### config.mk
export PLATFORM = sky130hd
export DESIGN_NAME = length_counter_bank
export DESIGN_NICKNAME = d
export VERILOG_FILES = /design/src/rtl/length_pkg.sv /design/src/rtl/length_chan.sv /design/src/rtl/length_counter_bank.sv
export SDC_FILE = /design/constraint.sdc
export NUM_CORES = 1
export LEC_CHECK = 0
export ABC_AREA = 1
export BUFFER_PORTS_ARGS = -buffer_cell sky130_fd_sc_hd__buf_2
export CORE_ASPECT_RATIO = 1.5
export CORE_MARGIN = 1.5
export CORE_UTILIZATION = 40
export DETAILED_ROUTE_END_ITERATION = 6
export PLACE_DENSITY = 0.59
export REMOVE_ABC_BUFFERS = 1
export SLEW_MARGIN = 20
export SYNTH_ARGS = -nofsm -noshare
export SYNTH_HDL_FRONTEND = slang
export SYNTH_SLANG_ARGS = --single-unit
### constraint.sdc
create_clock -name ACLK1 -period 2.3 [get_ports ACLK1]
set_clock_uncertainty 0.1 [all_clocks]
set_input_delay 0.46 -clock ACLK1 [delete_from_list [all_inputs] [get_ports ACLK1]]
set_output_delay 0.46 -clock ACLK1 [all_outputs]
set_load 0.005 [all_outputs]
### src/rtl/length_pkg.sv
// Shared definitions for the length-counter bank: defaults, length table and index decode.
// Purely combinational helpers; no state or backpressure.
package length_pkg;

    localparam int LC_NUM_CH_DEF       = 4;
    localparam int LC_CNT_W_DEF        = 8;
    localparam int LC_IDX_W_DEF        = 5;
    localparam int LC_TABLE_MODE_DEF   = 0;
    localparam int LC_RELOAD_QUIRK_DEF = 1;

    localparam int LC_LOOKUP_W = 32;

    typedef enum logic {
        LC_MODE_NES    = 1'b0,
        LC_MODE_LINEAR = 1'b1
    } lc_mode_e;

    localparam logic [7:0] LC_TABLE [32] = '{
        8'd10,  8'd254, 8'd20,  8'd2,   8'd40,  8'd4,   8'd80,  8'd6,
        8'd160, 8'd8,   8'd60,  8'd10,  8'd14,  8'd12,  8'd26,  8'd14,
        8'd12,  8'd16,  8'd24,  8'd18,  8'd48,  8'd20,  8'd96,  8'd22,
        8'd192, 8'd24,  8'd72,  8'd26,  8'd16,  8'd28,  8'd32,  8'd30
    };

    // Result is wide enough for any legal CNT_W; callers truncate to their counter width.
    function automatic logic [LC_LOOKUP_W-1:0] lc_lookup(
        input logic [LC_LOOKUP_W-1:0] idx,
        input lc_mode_e               mode
    );
        if (mode == LC_MODE_LINEAR) begin
            return idx + LC_LOOKUP_W'(1);
        end
        return {24'b0, LC_TABLE[idx[4:0]]};
    endfunction

endpackage

### src/rtl/length_chan.sv
// One length-counter channel: enable bit, halt pipeline, counter and priority update.
// Latency: state updates on the clock edge, status is combinational from the counter.
module length_chan
    import length_pkg::*;
#(
    parameter int CNT_W        = LC_CNT_W_DEF,
    parameter int RELOAD_QUIRK = LC_RELOAD_QUIRK_DEF
) (
    input  logic             clk,
    input  logic             rst_n,
    input  logic             w_en,
    input  logic             en_din,
    input  logic             load,
    input  logic [CNT_W-1:0] load_val,
    input  logic             halt,
    input  logic             half_tick,
    output logic [CNT_W-1:0] cnt,
    output logic             status
);

    logic [CNT_W-1:0] cnt_q, cnt_d, cnt_dec;
    logic             en_q, en_d;
    logic             halt_q, halt_d;
    logic             load_ok, tick_ok;

    always_comb begin
        en_d    = w_en ? en_din : en_q;
        halt_d  = halt;
        // Load qualification uses the enable as it stood before this edge.
        load_ok = load & en_q;
        tick_ok = half_tick & ~halt_q & (cnt_q != '0);
        cnt_dec = tick_ok ? cnt_q - CNT_W'(1) : cnt_q;
        cnt_d   = cnt_dec;
        if (w_en && !en_din) begin
            cnt_d = '0;
        end else if (load_ok) begin
            if (half_tick && (RELOAD_QUIRK != 0) && (cnt_q != '0)) begin
                cnt_d = cnt_dec;
            end else begin
                cnt_d = load_val;
            end
        end
    end

    always_ff @(posedge clk or negedge rst_n) begin
        if (!rst_n) begin
            cnt_q  <= '0;
            en_q   <= 1'b0;
            halt_q <= 1'b0;
        end else begin
            cnt_q  <= cnt_d;
            en_q   <= en_d;
            halt_q <= halt_d;
        end
    end

    assign cnt    = cnt_q;
    assign status = (cnt_q != '0);

endmodule

### src/rtl/length_counter_bank.sv
// Bank of NUM_CH length counters sharing one table-decoded load index and half-frame tick.
// Latency: outputs reflect each edge's update immediately after it; no backpressure.
module length_counter_bank
    import length_pkg::*;
#(
    parameter int NUM_CH       = LC_NUM_CH_DEF,
    parameter int CNT_W        = LC_CNT_W_DEF,
    parameter int IDX_W        = LC_IDX_W_DEF,
    parameter int TABLE_MODE   = LC_TABLE_MODE_DEF,
    parameter int RELOAD_QUIRK = LC_RELOAD_QUIRK_DEF
) (
    input  logic                    ACLK1,
    input  logic                    n_RES,
    input  logic                    W_EN,
    input  logic [NUM_CH-1:0]       EN_DIN,
    input  logic [NUM_CH-1:0]       LOAD,
    input  logic [IDX_W-1:0]        LOAD_IDX,
    input  logic [NUM_CH-1:0]       HALT,
    input  logic                    HALF_TICK,
    output logic [NUM_CH-1:0]       STATUS,
    output logic [NUM_CH-1:0]       NOTCOUNT,
    output logic [NUM_CH*CNT_W-1:0] COUNT
);

    if (NUM_CH < 1 || NUM_CH > 16) begin : g_bad_num_ch
        $error("length_counter_bank: NUM_CH must be 1..16");
    end
    if (TABLE_MODE != 0 && TABLE_MODE != 1) begin : g_bad_mode
        $error("length_counter_bank: TABLE_MODE must be 0 or 1");
    end
    if (RELOAD_QUIRK != 0 && RELOAD_QUIRK != 1) begin : g_bad_quirk
        $error("length_counter_bank: RELOAD_QUIRK must be 0 or 1");
    end
    if (TABLE_MODE == 0 && (CNT_W < 8 || IDX_W != 5)) begin : g_bad_nes
        $error("length_counter_bank: NES table needs CNT_W>=8 and IDX_W==5");
    end
    if (CNT_W < 1 || CNT_W > LC_LOOKUP_W || IDX_W < 1 || IDX_W > 31) begin : g_bad_width
        $error("length_counter_bank: CNT_W must be 1..32 and IDX_W 1..31");
    end

    localparam lc_mode_e MODE = (TABLE_MODE == 1) ? LC_MODE_LINEAR : LC_MODE_NES;

    // Decoded once and fanned out to every channel.
    logic [CNT_W-1:0] load_val;
    assign load_val = CNT_W'(lc_lookup(LC_LOOKUP_W'(LOAD_IDX), MODE));

    for (genvar i = 0; i < NUM_CH; i++) begin : g_chan
        length_chan #(
            .CNT_W        (CNT_W),
            .RELOAD_QUIRK (RELOAD_QUIRK)
        ) u_chan (
            .clk       (ACLK1),
            .rst_n     (n_RES),
            .w_en      (W_EN),
            .en_din    (EN_DIN[i]),
            .load      (LOAD[i]),
            .load_val  (load_val),
            .halt      (HALT[i]),
            .half_tick (HALF_TICK),
            .cnt       (COUNT[i*CNT_W +: CNT_W]),
            .status    (STATUS[i])
        );
    end

    assign NOTCOUNT = ~STATUS;

endmodule

==> run metrics <==
max_cap viols=0; Reg clk slew, reported paths=0.06 ns; pin count of the biggest net entering global routing=41; total CTS buffers=5; initial antenna violation count=0; type of the tightest min-delay check=input pin to asynchronous set/reset pin; Rel. slew slack=63.6%; CTS max path bufs=2; synthesized area per cell=6.69 um2; fin crit period=1.99 ns; final instance area=0.00360 mm2; Final ANT Viol Nets=0; Critical Path Sink Type=primary output; Reg area=0.00100 mm2; WL/cell=13.4 um; GRT Resource Usage Total=21.3%; Tcrit/Tclk final=86.5%; Die Width=74.6 um; fin. max-slew vios=0; Cell Pwr Density=798 mW/mm2; setup_tns=0 ns; Rows=39; Sw Ratio=41.2%; drt initial violations=146; vias in the first global route=2841; routed vias/inst=4.90; multi-input combinational cell area=0.00174 mm2; CTS tree=yes; Pint=1.69 mW; Clk pwr share=23.9%; Startpoint Class=flip-flop; core area=0.00751 mm2; nets=557; area growth from synthesis to layout=17.1%; share of cells above drive strength 1=21.5%; Comb pwr share=40.6%; hold_buf cts=0; crit path DAT=1.43 ns; switching pwr=1.18 mW; type of the worst setup path=flip-flop to primary output; crit-path cells=inv_1 -> ha_1 -> nand2_1 -> nor2_4 -> buf_2; Final Hold Vio Count=0; first-pass GRT wire length=13300 um; CTS sink cnt=40; Mapped Cells=459; routed via count=3055; H-Tree Level Count=2; Ys Warns=0; CP max FO=4; Fillers=857; Resize count post-CTS=0; LEAKAGE=2.01 nW; number of remaining DRC errors=0; Root Driver=clkbuf_16; GP Congestion=0.887; IO Count=61; Die Y=110 um; fmax=502 MHz; Pre-Repair DR Iteration Count=4; Required @ worst endpoint=1.74 ns; Mapped Area=0.00307 mm2; RSZ-0062 raised after global routing=false; Netlist cell types=26; DP Area=0.00346 mm2; Initial Utilization=40.9%; clock latency on the worst-skew pair=0.28 ns; GRT overflow=0; Crit-path slowest cell=dfrtp_1; register area share after synthesis=32.6%; Ant. Diodes=0; final setup vio count=0; Post-CTS Setup Repair Bufs=0; Synth Register Bits=40; Reg power frac=35.5%; I/O Buffers=60; DP Wirelength=6430 um; status=finished, final reports clean; Least-Margin Pin Slew=0.546 ns; die area=0.00822 mm2; CP peak stage delay=0.39 ns; total wire length=8350 um; Worst VDD drop=0.345 mV
worst max-delay path, delay by kind of cell (launching register included):
kind | cells | cell delay, ns
flip-flops | 1 | 0.39
buffers and inverters | 2 | 0.28
adder cells (fa/ha/maj) | 1 | 0.19
AND/OR/NAND/NOR | 2 | 0.29
kinds of logic after synthesis:
family,count (synthesis),synth area share [%]
AOI/OAI and AO/OA,65,11.8
adders and majority gates,14,5.70
xor gates and xnor gates,6,1.71
and+or+nand+nor,255,37.4
DFF,40,32.6
buffers and inverters,79,10.8
cells in the mapped netlist, drive strengths merged:
cell / count / area share [%]
xnor2: 1 / 0.29
nor2: 77 / 12
nand3: 21 / 4.2
dfrtp: 40 / 33
o211ai: 4 / 1.1
ha: 14 / 5.7
nor3: 9 / 1.5
o21ai: 37 / 6.0
a21oi: 22 / 3.8
o21bai: 1 / 0.61
buf: 7 / 2.0
o22ai: 1 / 0.20
xor2: 5 / 1.4
nand2: 139 / 18
inv: 72 / 8.8
nand4: 9 / 1.8
registers in the layout, indices dropped and copies added, names as in the netlist:
name and cells:
g_chan.u_chan.cnt 32, g_chan.u_chan.en_q 4, g_chan.u_chan.halt_q 4
cell type report:
cell class              instances  share of cell area [%]
clock inverters                 1                   0.139
well taps                     102                    3.55
flip-flops and latches         40                    27.8
multi-input cells             340                    48.4
inverters                      72                    7.52
repair buffers                 63                    8.98
clock buffers                   6                    3.58
per-stage QoR:
step / cells / setup WS, ns / power, mW / utilization, % / hold slack (ns)
global route: 624 / 0.207 / 3.12 / 47.9 / 0.178
CTS: 624 / 0.292 / 2.90 / 47.9 / 0.161
floorplan: 452 / 0.686 / 1.81 / - / 0.0644
global placement: 617 / 0.329 / 2.20 / 46.1 / 0.387
finish: 624 / 0.309 / 2.87 / 47.9 / 0.135
detailed placement: 617 / 0.339 / 2.21 / 46.1 / 0.398
worst paths after layout:
check | from | cells past startpoint | to | slack (ns)
max in group asynchronous | n_RES | 2 | g_chan[2].u_chan.cnt[4]$_DFF_PN0_ | 1.58
min in group ACLK1 | HALT[2] | 1 | g_chan[2].u_chan.halt_q$_DFF_PN0_ | 0.18
max | g_chan[2].u_chan.cnt[0]$_DFF_PN0_ | 5 | NOTCOUNT[2] | 0.31
min reg2reg | g_chan[0].u_chan.en_q$_DFFE_PN0P_ | 2 | g_chan[0].u_chan.en_q$_DFFE_PN0P_ | 0.41
max reg2reg | g_chan[0].u_chan.cnt[0]$_DFF_PN0_ | 11 | g_chan[0].u_chan.cnt[5]$_DFF_PN0_ | 0.52
min | n_RES | 2 | g_chan[0].u_chan.cnt[7]$_DFF_PN0_ | 0.13
power groups by stage:
stage                     logic, mW  registers (mW)  clock network [mW]
after detailed placement       1.17            1.03                   0
after CTS                      1.18            1.02               0.701
final                          1.16            1.02               0.686
after floorplan               0.795            1.01                   0
after global routing           1.35            1.05               0.724
after global placement         1.17            1.03                   0
cells in the final DEF (no fill, tap or decap), types with 2 or more instances in the layout:
cell       count
o21ai_0       20
nand4_1        9
clkbuf_16      5
xor2_1         5
nand2_4        2
buf_2         60
nand2_1      128
nand3_4        2
buf_4          3
nor2_1        63
nand2_2        9
inv_1         60
o211ai_1       3
nand3_1       19
ha_1          14
nor2_4         7
inv_2         12
o21ai_1       17
dfrtp_1       40
a21oi_1       20
nor2_2         7
nor3_1         9
a21oi_2        2
layer usage:
| metal | track usage (%) | wire length, um |
|---|---|---|
| met5 | 0 | 0 |
| met4 | 8.57 | 163 |
| met3 | 2.36 | 306 |
| met2 | 37.6 | 4300 |
| met1 | 26.0 | 3580 |
No activity file was read; power rests on OpenSTA's default activity.
